==> src/rtl/reg_file_core_if.sv <==
// reg_file_core_if: bus bundle between the GPR write-control stage / ALU side
// and the file-register array.
//   slave  modport : used by reg_file_core (consumes commands, drives reads)
//   master modport : used by the driving side (stage logic or testbench)
// Signals:
//   writeCommand[2:0]   [2] latch addr, [1] Q4 data write, [0] STATUS write
//   gprWriteDataIn[7:0] address (bits [4:0]) or write data
//   statusWriteDataIn   full STATUS image
//   instTick            one pulse per instruction cycle
//   pclIn               current PC[7:0]
//   readDataOut         combinational operand read
//   statusOut, fsrOut   current STATUS / FSR
//   pclWriteEn/Data     registered PCL write forward
//   portAOut/B/C        port output latches
interface reg_file_core_if;
  logic [2:0] writeCommand;
  logic [7:0] gprWriteDataIn;
  logic [7:0] statusWriteDataIn;
  logic       instTick;
  logic [7:0] pclIn;
  logic [7:0] readDataOut;
  logic [7:0] statusOut;
  logic [7:0] fsrOut;
  logic       pclWriteEn;
  logic [7:0] pclWriteData;
  logic [7:0] portAOut;
  logic [7:0] portBOut;
  logic [7:0] portCOut;

  modport slave (
    input  writeCommand, gprWriteDataIn, statusWriteDataIn, instTick, pclIn,
    output readDataOut, statusOut, fsrOut, pclWriteEn, pclWriteData,
           portAOut, portBOut, portCOut
  );

  modport master (
    output writeCommand, gprWriteDataIn, statusWriteDataIn, instTick, pclIn,
    input  readDataOut, statusOut, fsrOut, pclWriteEn, pclWriteData,
           portAOut, portBOut, portCOut
  );
endinterface

==> src/rtl/reg_file_core.sv <==
// reg_file_core: file-register array (addr latch, INDF/FSR, TMR0, STATUS,
// PORTA-C latches, GPRs 0x08-0x1F). Drives the combinational operand read bus
// and forwards PCL writes to the program counter.
// Ports:
//   clk    sole clock, rising edge
//   rst_n  synchronous active-low reset
//   bus    reg_file_core_if.slave (see interface file for signal list)
// Configuration:
//   TMR0_EN  define to include the TMR0 counter and its write inhibit;
//            when undefined, 0x01 reads 8'h00, writes are ignored and
//            instTick is unused.
module reg_file_core #(
  parameter logic [7:0] GPR_RESET  = 8'h00,
  parameter logic [7:0] STAT_RESET = 8'h18
) (
  input  logic            clk,
  input  logic            rst_n,
  reg_file_core_if.slave  bus
);

  localparam logic [4:0] ADDR_INDF   = 5'h00;
  localparam logic [4:0] ADDR_TMR0   = 5'h01;
  localparam logic [4:0] ADDR_PCL    = 5'h02;
  localparam logic [4:0] ADDR_STATUS = 5'h03;
  localparam logic [4:0] ADDR_FSR    = 5'h04;
  localparam logic [4:0] ADDR_PORTA  = 5'h05;
  localparam logic [4:0] ADDR_PORTB  = 5'h06;
  localparam logic [4:0] ADDR_PORTC  = 5'h07;
  localparam logic [4:0] ADDR_GPR_LO = 5'h08;

  logic [4:0] addrLatchR;
  logic [4:0] fsrR;
  logic [7:0] statusR;
  logic [7:0] portAR;
  logic [7:0] portBR;
  logic [7:0] portCR;
  logic [7:0] gprR [8:31];
  logic       pclWriteEnR;
  logic [7:0] pclWriteDataR;
  logic [7:0] tmr0ReadS;

  logic [4:0] eaS;
  logic       dataWrS;
  logic [7:0] readDataS;

  // Effective address: a latched address of 0 selects the FSR pointer (INDF)
  assign eaS     = (addrLatchR == ADDR_INDF) ? fsrR : addrLatchR;
  assign dataWrS = bus.writeCommand[1];

  // Operand address latch; a same-edge data write still uses the old value
  always_ff @(posedge clk) begin
    if (!rst_n) begin
      addrLatchR <= 5'h00;
    end else if (bus.writeCommand[2]) begin
      addrLatchR <= bus.gprWriteDataIn[4:0];
    end else begin
      addrLatchR <= addrLatchR;
    end
  end

  // FSR: only the five implemented pointer bits are stored
  always_ff @(posedge clk) begin
    if (!rst_n) begin
      fsrR <= 5'h00;
    end else if (dataWrS && (eaS == ADDR_FSR)) begin
      fsrR <= bus.gprWriteDataIn[4:0];
    end else begin
      fsrR <= fsrR;
    end
  end

  // STATUS: a simultaneous data write merges the upper bits with the flag bits
  always_ff @(posedge clk) begin
    if (!rst_n) begin
      statusR <= STAT_RESET;
    end else if (dataWrS && (eaS == ADDR_STATUS) && bus.writeCommand[0]) begin
      statusR <= {bus.gprWriteDataIn[7:3], bus.statusWriteDataIn[2:0]};
    end else if (dataWrS && (eaS == ADDR_STATUS)) begin
      statusR <= bus.gprWriteDataIn;
    end else if (bus.writeCommand[0]) begin
      statusR <= bus.statusWriteDataIn;
    end else begin
      statusR <= statusR;
    end
  end

  // Port output latches
  always_ff @(posedge clk) begin
    if (!rst_n) begin
      portAR <= GPR_RESET;
      portBR <= GPR_RESET;
      portCR <= GPR_RESET;
    end else if (dataWrS) begin
      case (eaS)
        ADDR_PORTA: portAR <= bus.gprWriteDataIn;
        ADDR_PORTB: portBR <= bus.gprWriteDataIn;
        ADDR_PORTC: portCR <= bus.gprWriteDataIn;
        default: begin
          portAR <= portAR;
          portBR <= portBR;
          portCR <= portCR;
        end
      endcase
    end else begin
      portAR <= portAR;
      portBR <= portBR;
      portCR <= portCR;
    end
  end

  // General purpose registers 0x08-0x1F
  always_ff @(posedge clk) begin
    if (!rst_n) begin
      for (int i = 8; i < 32; i++) begin
        gprR[i] <= GPR_RESET;
      end
    end else if (dataWrS && (eaS >= ADDR_GPR_LO)) begin
      gprR[eaS] <= bus.gprWriteDataIn;
    end else begin
      gprR[eaS] <= gprR[eaS];
    end
  end

  // PCL writes are not stored here; they are forwarded one cycle later
  always_ff @(posedge clk) begin
    if (!rst_n) begin
      pclWriteEnR   <= 1'b0;
      pclWriteDataR <= 8'h00;
    end else if (dataWrS && (eaS == ADDR_PCL)) begin
      pclWriteEnR   <= 1'b1;
      pclWriteDataR <= bus.gprWriteDataIn;
    end else begin
      pclWriteEnR   <= 1'b0;
      pclWriteDataR <= pclWriteDataR;
    end
  end

`ifdef TMR0_EN
  logic [7:0] tmr0R;
  logic [1:0] inhibitR;

  // TMR0: a write loads the counter and suppresses the next two ticks
  always_ff @(posedge clk) begin
    if (!rst_n) begin
      tmr0R    <= 8'h00;
      inhibitR <= 2'd0;
    end else if (dataWrS && (eaS == ADDR_TMR0)) begin
      tmr0R    <= bus.gprWriteDataIn;
      inhibitR <= 2'd2;
    end else if (bus.instTick && (inhibitR != 2'd0)) begin
      tmr0R    <= tmr0R;
      inhibitR <= inhibitR - 2'd1;
    end else if (bus.instTick) begin
      tmr0R    <= tmr0R + 8'd1;
      inhibitR <= inhibitR;
    end else begin
      tmr0R    <= tmr0R;
      inhibitR <= inhibitR;
    end
  end

  assign tmr0ReadS = tmr0R;
`else
  logic unusedInstTick;
  assign unusedInstTick = bus.instTick;
  assign tmr0ReadS      = 8'h00;
`endif

  // Combinational operand read at the effective address
  always_comb begin
    readDataS = 8'h00;
    case (eaS)
      ADDR_INDF:   readDataS = 8'h00;
      ADDR_TMR0:   readDataS = tmr0ReadS;
      ADDR_PCL:    readDataS = bus.pclIn;
      ADDR_STATUS: readDataS = statusR;
      ADDR_FSR:    readDataS = {3'b111, fsrR};
      ADDR_PORTA:  readDataS = portAR;
      ADDR_PORTB:  readDataS = portBR;
      ADDR_PORTC:  readDataS = portCR;
      default:     readDataS = gprR[eaS];
    endcase
  end

  assign bus.readDataOut  = readDataS;
  assign bus.statusOut    = statusR;
  assign bus.fsrOut       = {3'b111, fsrR};
  assign bus.pclWriteEn   = pclWriteEnR;
  assign bus.pclWriteData = pclWriteDataR;
  assign bus.portAOut     = portAR;
  assign bus.portBOut     = portBR;
  assign bus.portCOut     = portCR;

endmodule

==> src/flat_wrapper.sv <==
// flat-port wrapper written by rule: the top's interface ports become plain ports
module reg_file_core_flat 
#(
  parameter logic [7:0] GPR_RESET  = 8'h00,
  parameter logic [7:0] STAT_RESET = 8'h18
)
  (clk, rst_n, bus_writeCommand, bus_gprWriteDataIn, bus_statusWriteDataIn, bus_instTick, bus_pclIn, bus_readDataOut, bus_statusOut, bus_fsrOut, bus_pclWriteEn, bus_pclWriteData, bus_portAOut, bus_portBOut, bus_portCOut);
  reg_file_core_if bus_i ();
  input  logic clk;
  input  logic rst_n;
  input wire logic [$bits(bus_i.writeCommand)-1:0] bus_writeCommand;
  input wire logic [$bits(bus_i.gprWriteDataIn)-1:0] bus_gprWriteDataIn;
  input wire logic [$bits(bus_i.statusWriteDataIn)-1:0] bus_statusWriteDataIn;
  input wire logic [$bits(bus_i.instTick)-1:0] bus_instTick;
  input wire logic [$bits(bus_i.pclIn)-1:0] bus_pclIn;
  output wire logic [$bits(bus_i.readDataOut)-1:0] bus_readDataOut;
  output wire logic [$bits(bus_i.statusOut)-1:0] bus_statusOut;
  output wire logic [$bits(bus_i.fsrOut)-1:0] bus_fsrOut;
  output wire logic [$bits(bus_i.pclWriteEn)-1:0] bus_pclWriteEn;
  output wire logic [$bits(bus_i.pclWriteData)-1:0] bus_pclWriteData;
  output wire logic [$bits(bus_i.portAOut)-1:0] bus_portAOut;
  output wire logic [$bits(bus_i.portBOut)-1:0] bus_portBOut;
  output wire logic [$bits(bus_i.portCOut)-1:0] bus_portCOut;
  assign bus_i.writeCommand = bus_writeCommand;
  assign bus_i.gprWriteDataIn = bus_gprWriteDataIn;
  assign bus_i.statusWriteDataIn = bus_statusWriteDataIn;
  assign bus_i.instTick = bus_instTick;
  assign bus_i.pclIn = bus_pclIn;
  assign bus_readDataOut = bus_i.readDataOut;
  assign bus_statusOut = bus_i.statusOut;
  assign bus_fsrOut = bus_i.fsrOut;
  assign bus_pclWriteEn = bus_i.pclWriteEn;
  assign bus_pclWriteData = bus_i.pclWriteData;
  assign bus_portAOut = bus_i.portAOut;
  assign bus_portBOut = bus_i.portBOut;
  assign bus_portCOut = bus_i.portCOut;
  reg_file_core #(.GPR_RESET(GPR_RESET), .STAT_RESET(STAT_RESET)) u_core (.clk(clk), .rst_n(rst_n), .bus(bus_i));
endmodule
==> config.mk <==
export PLATFORM = sky130hd
export DESIGN_NAME = reg_file_core_flat
export DESIGN_NICKNAME = d
export VERILOG_FILES = /design/src/rtl/reg_file_core_if.sv /design/src/rtl/reg_file_core.sv /design/src/flat_wrapper.sv
export SDC_FILE = /design/constraint.sdc
export NUM_CORES = 1
export LEC_CHECK = 0
export ABC_CLOCK_PERIOD_IN_PS = 7260
export BUFFER_PORTS_ARGS = -buffer_cell sky130_fd_sc_hd__clkbuf_2
export CORE_MARGIN = 2
export CORE_UTILIZATION = 35
export DETAILED_ROUTE_END_ITERATION = 10
export GPL_TIMING_DRIVEN = 0
export PLACE_DENSITY_LB_ADDON = 0.25
export RECOVER_POWER = 100
export SLEW_MARGIN = 20
export SYNTH_ARGS = -nofsm -noshare
export SYNTH_HDL_FRONTEND = slang
export SYNTH_SLANG_ARGS = --single-unit
==> constraint.sdc <==
create_clock -name clk -period 7.26 [get_ports clk]
set_input_delay 1.815 -clock clk [delete_from_list [all_inputs] [get_ports clk]]
set_output_delay 1.815 -clock clk [all_outputs]
set_load 0.02 [all_outputs]
=== After elaboration in Yosys (flattened, before gate mapping) ===
Memory sizes are Yosys's and may differ from the RTL's.
Cells that the tools add are included.
W data, S select, Z words.

* Equal/unequal tests: 7
* Reductions and logical operators: 13
* Order comparisons: 1
* Bitwise gates (word level): 1
* Muxes and demuxes: 17

{| class="wikitable"
|+ Operators by type and width
! operator !! number
|-
| $pmux W8 S7 || 1
|-
| $mux W8 || 5
|-
| $eq A5 B3 Y1 const B || 4
|-
| $eq A5 B2 Y1 const B || 2
|-
| $logic_not A5 Y1 || 2
|-
| $mux W5 || 2
|-
| $mux W1 || 9
|-
| $reduce_or A8 Y1 || 1
|-
| $reduce_and A2 Y1 || 3
|-
| $eq A5 B1 Y1 const B || 1
|-
| $ge A5 B4 Y1 const B || 1
|-
| $logic_and A1 B1 Y1 || 5
|-
| $reduce_bool A3 Y1 || 1
|-
| $reduce_or A2 Y1 || 1
|-
| $or A1 B1 Y1 || 1
|}

* Memories: 1
* RAM bits: 192
* Word-level logic and storage cells: 48
* Output and inout bits: 57
* Register bits after elaboration: 51

{| class="wikitable"
|+ Memories
! memory !! words !! width !! rd ports !! clocked after Yosys merged registers in !! wr ports !! line !! text
|-
| u_core.gprR || 24 || 8 || 1 || 0 || 24 || reg_file_core.sv:37 || <nowiki>logic [7:0] gprR [8:31];</nowiki>
|}

=== Logic depth before layout (Yosys ltp) ===
Gate-level depths: netlist of run 1.

* Word-level depth: 10
* Gate-level depth with buffers: 13
* Mapped depth without buffers: 7

=== Least setup slack after synthesis of run 1 ===
OpenSTA, ideal clock, no wires.

* Kind: register to output
* From: reg u_core.fsrR[1]
* To: out bus_readDataOut[0]
* Cell stages (with the launch flop): 11
* Setup slack: 2.629 ns
* Buffers on the path: 4
* Arrival: 2.816 ns
* Path through: dfxtp_1 or4b_1 buf_6 o31ai_4 buf_2 buf_4 buf_2 a22oi_1 o21ai_0 nor2_1 a221oi_1

* Longest elaborated chain between the ends: 4
* Elaborated cells between the ends (all ways): 12
* Classes of those cells: 7 x eq/ne; 2 x mux; 2 x reduce/logical; 1 x memory

{| class="wikitable"
|+ Ends and longest elaborated chain
! item !! line !! text
|-
| start: declaration || reg_file_core.sv:32 || <nowiki>logic [4:0] fsrR;</nowiki>
|-
| start signal: assignment || reg_file_core.sv:66 || <nowiki>fsrR <= bus.gprWriteDataIn[4:0];</nowiki>
|-
| start signal: assignment || reg_file_core.sv:68 || <nowiki>fsrR <= fsrR;</nowiki>
|-
| $mux W5 (*) || reg_file_core.sv:47 || <nowiki>assign eaS = (addrLatchR == ADDR_INDF) ? fsrR : addrLatchR;</nowiki>
|-
| branches (longest 2 deep; another with $mem_v2 Z24 W8) || -- ||
|-
| $pmux W8 S7 (*) || reg_file_core.sv:172 || <nowiki>case (eaS)</nowiki>
|-
| end: declaration || flat_wrapper.sv:16 || <nowiki>output wire logic [$bits(bus_i.readDataOut)-1:0] bus_readDataOut;</nowiki>
|}

Mark *: on every way between the ends.

=== Worst setup path after layout of run 1 ===
* From: reg u_core.addrLatchR[1]
* To: out bus_readDataOut[2]

* Longest elaborated chain between the ends: 5
* Elaborated cells between the ends (all ways): 13
* Classes of those cells: 7 x eq/ne; 2 x mux; 3 x reduce/logical; 1 x memory

{| class="wikitable"
|+ Ends and longest elaborated chain
! item !! line !! text
|-
| start: declaration || reg_file_core.sv:31 || <nowiki>logic [4:0] addrLatchR;</nowiki>
|-
| start signal: assignment || reg_file_core.sv:55 || <nowiki>addrLatchR <= bus.gprWriteDataIn[4:0];</nowiki>
|-
| start signal: assignment || reg_file_core.sv:57 || <nowiki>addrLatchR <= addrLatchR;</nowiki>
|-
| $logic_not A5 Y1 || reg_file_core.sv:47 ||
|-
| $mux W5 (*) || reg_file_core.sv:47 ||
|-
| branches (longest 2 deep; another with $mem_v2 Z24 W8) || -- ||
|-
| $pmux W8 S7 (*) || reg_file_core.sv:172 ||
|}

Marks and branches as above.

==> metrics.yaml, run 1 <==
status: "finished with violations"
violations: "capacitance limit, slew limit"
die_w_um: 211
hold_buffers: 0
drive_above_1_share_pct: 10.7
nets: 1411
whs_ns: 0.516
async_flop_share_pct: 0
maxSlewViolCount: 28
hold_end: "u_core.bus.pclWriteData[1]"
fp.dieH_um: 211
wl_per_cell_um: 30.1
cts_tree: "done"
yosys.area_share.simple_pct: 11.4
synthFlopType: "edfxtp_1"
placed_cells: 1883
synth_edf_count: 256
cpPeakStageDelay_ns: 0.79
grt_pass1_vias: 11700
fmax_mhz: 144
drtIter0Drc: 1720
hold_depth: 2
synth.distinct_cells: 70
hold_start: "u_core.bus.pclWriteData[1]"
cp_top_family: "buffers and inverters"
overflow: 0
antenna-diode-count: 0
dp_hpwl_um: 41100
worstSkewPairLatency_ns: 0.54
clk_pin_slew_ns: 0.05
synth_compound_area_share_pct: 20.2
cts-root-buf: "clkbuf_16"
cp_cell_sequence: "clkbuf_1 -> nor2_1 -> a21oi_1 -> clkbuf_1 -> clkbuf_1 -> a221oi_1 -> o21ai_0 -> a31oi_2 -> a211oi_1 -> clkbuf_1"
cp_common_cell: "clkbuf_1"
min_period_ns: 6.94
slowest_stage: "clkbuf_1"
timing.final.crit_share_pct: 95.6
powerDensity_nw_per_um2: 254
cts.path.max_buffers: 3
htreeDepth: 2
cts-buffers-inserted: 35
seq_area_frac_synth_pct: 57.8
finalSetupViolations: 0
tightest_slew_ns: 1.53
synth_top_family_by_area: "compound AO/OA/AOI/OAI gates"
grt_pass1_wl_um: 83300
start_util_pct: 35.7
wirelength_um: 58500
syn_area_um2: 15100
crit_type: "flop to output port"
drc: 0
timing.rr.end: "u_core.gprR[6][3]"
synth_adder_area_share_pct: 0
area_growth_pct: 13.0
drv_cap: 4
track_usage_pct: 26.1
ant_nets: 0
postPlaceCellArea_um2: 16200
worstHoldPathType: "flop to flop"
core_um2: 42200
slew_headroom_pct: -2.75
io_pins: 87
ys_warn_count: 0
finalHoldViolations: 0
fin_total_pwr_mw: 4.33
layoutNonFillerInstCount: 1945
ctsResizeCount: 0
fin_area_um2: 17000
rrSetupSlack_ns: 1.76
finClkSkew_ns: 0.0159
p_leak_nw: 5.66
grt_max_degree: 14
crit_path_max_fanout: 10
post-cts-setup-buffer-count: 0
num_rows: 75
fin_tns_setup_ns: 0
fin_ws_ns: 0.323
gp_congestion: 1.02
avgSynthCellArea_um2: 12.0
cp.arrival_ns: 5.12
cts.sinks: 307
end_kind: "output port"
required_ns: 5.45
r2r_start: "u_core.addrLatchR[1]"
preCtsSetupSlack_ns: 1.26
vias: 12200
synthesis.instances: 1251
setup.worst_path.start_class: "flop"
grt_antenna_before_repair: 0
final_core_util_pct: 40.3
yosys.area_share.xor_xnor_pct: 0
first_pass_iters: 9
synthMuxAreaShare_pct: 6.53
rsz0062_at_grt: "false"
crit_buf_inv: 4
reg2regPathDepth: 9
ys_ff_latch: 307
post_drt_via_cell_ratio: 6.27
fp.dieArea_um2: 44700
io_buffers: 80
vdd_drop_max_v: 0.000149
==> cells by family (layout without fill, tap and decap cells) <==
| logic type | Yosys count | after routing |
|---|---|---|
| buffers and inverters | 111 | 264 |
| muxes | 95 | 95 |
| AOI/OAI and AO/OA | 385 | 385 |
| and+or+nand+nor | 352 | 352 |
| other | 1 | 3 |
| DFF | 307 | 307 |
==> cell usage in the layout, fill, tap and decap left out, types with 5 or more instances in the layout <==
master,n
a221o_1,7
o211a_1,10
o31ai_1,7
a31oi_1,11
mux2_2,6
nand3_1,25
o211ai_1,5
o21ai_0,95
mux2i_1,87
nor2b_1,37
clkinv_2,7
a22oi_1,5
clkinv_1,6
a221oi_1,64
a222oi_1,7
clkbuf_16,35
and2_1,5
clkbuf_2,26
a21oi_1,17
nand2b_1,12
nor2_1,127
nand2_1,92
dfxtp_1,51
buf_2,24
edfxtp_1,256
clkbuf_1,135
buf_6,9
and3_1,7
a22o_1,21
buf_4,7
nor3_2,5
nor3_1,26
o2bb2ai_1,90
a21boi_0,6
==> sequential cells by signal, indices dropped and copies added, names as in the netlist <==
name,cells
u_core.addrLatchR,5
u_core.bus.pclWriteData,8
u_core.bus.pclWriteEn,1
u_core.bus.portAOut,8
u_core.bus.portBOut,8
u_core.bus.portCOut,8
u_core.bus.statusOut,8
u_core.fsrR,5
u_core.gprR,256
==> worst min-delay path: stages, from the launching register on <==
cell and delay [ns]:
dfxtp_1 0.32, mux2i_1 0.06, nor2b_1 0.10
==> Yosys cell counts, drive strengths merged, types with 2 or more instances <==
cell type / n / share of area (%)
inv: 3 / 0.075
o21a: 4 / 0.20
a222oi: 7 / 0.47
and2: 8 / 0.33
clkbuf: 50 / 1.2
o31ai: 9 / 0.88
a21o: 2 / 0.10
o21ai: 101 / 3.5
a211oi: 3 / 0.18
or3b: 2 / 0.12
o2bb2ai: 90 / 5.2
a21boi: 6 / 0.30
mux2: 6 / 0.45
and3: 7 / 0.29
a22oi: 5 / 0.25
a31oi: 16 / 1.0
nand3: 25 / 0.83
or2: 4 / 0.17
a21oi: 18 / 0.60
a22o: 21 / 1.2
buf: 58 / 2.7
o31a: 3 / 0.17
o221ai: 2 / 0.12
a32oi: 2 / 0.17
mux2i: 87 / 5.8
edfxtp: 256 / 51
nor2: 128 / 3.3
a221oi: 64 / 3.8
a221o: 7 / 0.47
mux4: 2 / 0.30
nand2b: 12 / 0.50
nor2b: 37 / 1.5
nand2: 92 / 2.3
o311a: 4 / 0.27
dfxtp: 51 / 6.8
a31o: 3 / 0.17
nor3: 31 / 1.7
o211ai: 5 / 0.25
o211a: 10 / 0.66
==> how the worst max path moves through the flow <==
stage,start,to,slack (ns),cells past startpoint
3_5_place_dp,u_core.addrLatchR[1],bus_readDataOut[2],1.26,10
6_report,u_core.addrLatchR[1],bus_readDataOut[2],0.32,10
5_1_grt,u_core.fsrR[0],bus_readDataOut[1],0.32,10
3_3_place_gp,u_core.addrLatchR[1],bus_readDataOut[2],1.29,10
4_1_cts,u_core.addrLatchR[1],bus_readDataOut[2],0.68,10
2_1_floorplan,u_core.fsrR[1],bus_readDataOut[0],2.63,10
==> final cells by class <==
type                       instances  area (um2)
clock buffer                      43         910
sequential                       307        8710
buffer                           108         553
tap                              539         674
fill                            4137       25200
multi-input combinational        835        5600
clock inverter                    19         174
inverter                           3        11.3
timing repair buffer              91         389
==> per-layer routing <==
metal	vias up	routed length (um)	global-route usage, %
met5	-	0	0
met4	0	2810	11.7
met3	178	6230	5.36
met2	836	25900	40.3
met1	6036	23600	35.3
li1	5142	-	-
==> where the power goes <==
group	internal, mW	switching, mW	total (mW)
sequential	1.98	0.0244	2.00
combinational	0.137	0.448	0.586
clock	1.00	0.740	1.74
(Power assumes the default switching activity.)
==> inputs of run 2 (changes only) <==
--- a/config.mk
+++ b/config.mk
@@ -5,12 +5,13 @@
 export SDC_FILE = /design/constraint.sdc
 export NUM_CORES = 1
 export LEC_CHECK = 0
-export ABC_CLOCK_PERIOD_IN_PS = 7260
+export ABC_CLOCK_PERIOD_IN_PS = 6300
 export BUFFER_PORTS_ARGS = -buffer_cell sky130_fd_sc_hd__clkbuf_2
 export CORE_MARGIN = 2
-export CORE_UTILIZATION = 35
+export CORE_UTILIZATION = 53
 export DETAILED_ROUTE_END_ITERATION = 10
 export GPL_TIMING_DRIVEN = 0
+export HOLD_SLACK_MARGIN = 0.1
 export PLACE_DENSITY_LB_ADDON = 0.25
 export RECOVER_POWER = 100
 export SLEW_MARGIN = 20
==> constraint.sdc (replaced) <==
create_clock -name clk -period 6.3 [get_ports clk]
set_input_delay 1.575 -clock clk [delete_from_list [all_inputs] [get_ports clk]]
set_output_delay 1.575 -clock clk [all_outputs]
set_load 0.02 [all_outputs]
==> run 2 against run 1 <==
- register-to-register slack worse by 0.91 ns
- via count grew 0.96%
- sequential power increased by 15%
- worst hold slack better by 0.0029 ns
- wire length down 3.8%
- clock-buffer cell count unchanged
- the flow finishes with violations (capacitance limit, slew limit, setup timing)
- non-clock buffer count down 6
==> metrics.yaml, run 2 (synthesis gave the netlist of run 1 again) <==
status: "finished with violations"
violations: "capacitance limit, slew limit, setup timing"
gp_congestion: 1.04
setup.worst_path.start_class: "flop"
drtIter0Drc: 2233
grt_pass1_vias: 11900
area_growth_pct: 11.5
post_drt_via_cell_ratio: 6.93
vdd_drop_max_v: 0.000222
cts.path.max_buffers: 3
finClkSkew_ns: 0.0260
regMostFlops: "u_core.gprR"
hold_start: "u_core.bus.pclWriteData[3]"
dp_hpwl_um: 39200
clk_pin_slew_ns: 0.06
fp.dieH_um: 173
cts-root-buf: "clkbuf_16"
wl_per_cell_um: 31.7
wirelength_um: 56300
io_buffers: 80
num_rows: 61
rsz0062_at_grt: "false"
ant_nets: 0
end_kind: "output port"
tightest_slew_ns: 1.55
fin_total_pwr_mw: 4.89
cts.sinks: 307
powerDensity_nw_per_um2: 291
io_pins: 87
cp.arrival_ns: 4.74
nets: 1404
worstSkewPairLatency_ns: 0.53
grt_pass1_wl_um: 80600
cts_tree: "done"
p_leak_nw: 5.65
vias: 12300
required_ns: 4.72
crit_path_max_fanout: 10
startpoint: "u_core.fsrR[1]"
htreeDepth: 2
cts-buffers-inserted: 34
drc: 0
slew_headroom_pct: -4.53
drv_cap: 5
die_w_um: 173
fmax_mhz: 158
fp.dieArea_um2: 29800
layout_common_cells: "256 x edfxtp_1, 124 x nor2_1, 120 x clkbuf_1"
grt_antenna_before_repair: 1
first_pass_iters: 8
core_um2: 27900
hold_buffers: 0
track_usage_pct: 37.1
preCtsSetupSlack_ns: 0.569
worstHoldPathType: "flop to flop"
overflow: 0
drive_above_1_share_pct: 11.6
final_common_cell: "edfxtp_1"
finalHoldViolations: 0
maxSlewViolCount: 38
largest_reg_flops: 256
grt_max_degree: 14
fin_ws_ns: -0.0176
crit_type: "flop to output port"
start_util_pct: 54.1
finalSetupViolations: 1
r2r_start: "u_core.addrLatchR[1]"
min_period_ns: 6.32
timing.final.crit_share_pct: 100
## run 2: cell types whose count changed in the layout (fill, tap and decap cells not counted), moves of 2 or more
cell,before,now
clkbuf_1,135,120
buf_4,7,9
nor2_2,1,4
bufinv_16,3,1
clkbuf_8,0,2
nor2_1,127,124
clkbuf_2,26,31
## run 2: layout make-up
class | count | area [um2]
Timing Repair Buffer | 85 | 374
Antenna cell | 1 | 2.50
Fill cell | 2336 | 11100
Buffer | 108 | 564
Sequential cell | 307 | 8710
Clock buffer | 43 | 926
Tap cell | 378 | 473
Multi-Input combinational cell | 835 | 5630
Clock inverter | 17 | 109
Inverter | 3 | 11.3
## run 2: final timing paths
kind / to / slack, ns / depth (start not counted)
max: bus_readDataOut[1] / -0.02 / 11
min: u_core.bus.pclWriteData[3] / 0.52 / 2
max reg2reg: u_core.gprR[3][1] / 0.85 / 9
min reg2reg: u_core.bus.pclWriteData[3] / 0.52 / 2
## run 2: what timing repair did
action | 4_1_cts | 5_1_grt
endpoints found under the setup margin | 0 | 1
resized for setup | 0 | 4
setup buffers | 0 | 0
## run 2: metal layers
metal | global-route usage, % | wire length (um) | vias to the layer above
met5 | 0 | 0 | -
met4 | 16.3 | 2730 | 0
met3 | 10.6 | 7150 | 182
met2 | 56.4 | 24700 | 927
met1 | 49.9 | 21700 | 6071
li1 | - | - | 5129
## run 2: where the power goes
part	leakage, nW	internal, mW	switching, mW
Combinational	2.15	0.162	0.521
Sequential	2.99	2.28	0.0289
Clock	0.514	1.08	0.817
Total	5.65	3.52	1.37
## run 2: worst max-delay path, stage by stage, from the launching register on
cell and delay, ns:
dfxtp_1 0.56, or4b_1 0.50, buf_6 0.18, o31ai_4 0.32
clkbuf_1 0.82, buf_4 0.38, buf_2 0.27, a221oi_1 0.14
a31oi_1 0.29, nor2_1 0.12, a211oi_1 0.35, clkbuf_1 0.29
## run 2: stage by stage
stage          utilization [%]  setup TNS [ns]  hold slack (ns)  instances  area (um2)
6_report                  60.3         -0.0176            0.519       1777       16800
5_1_grt                   60.3               0            0.545       1776       16800
4_1_cts                   61.1               0            0.521       1776       17000
3_5_place_dp              57.4               0            0.503       1716       16000
3_3_place_gp              57.2               0            0.498       1711       15900
2_1_floorplan                -               0            0.566       1253       15100
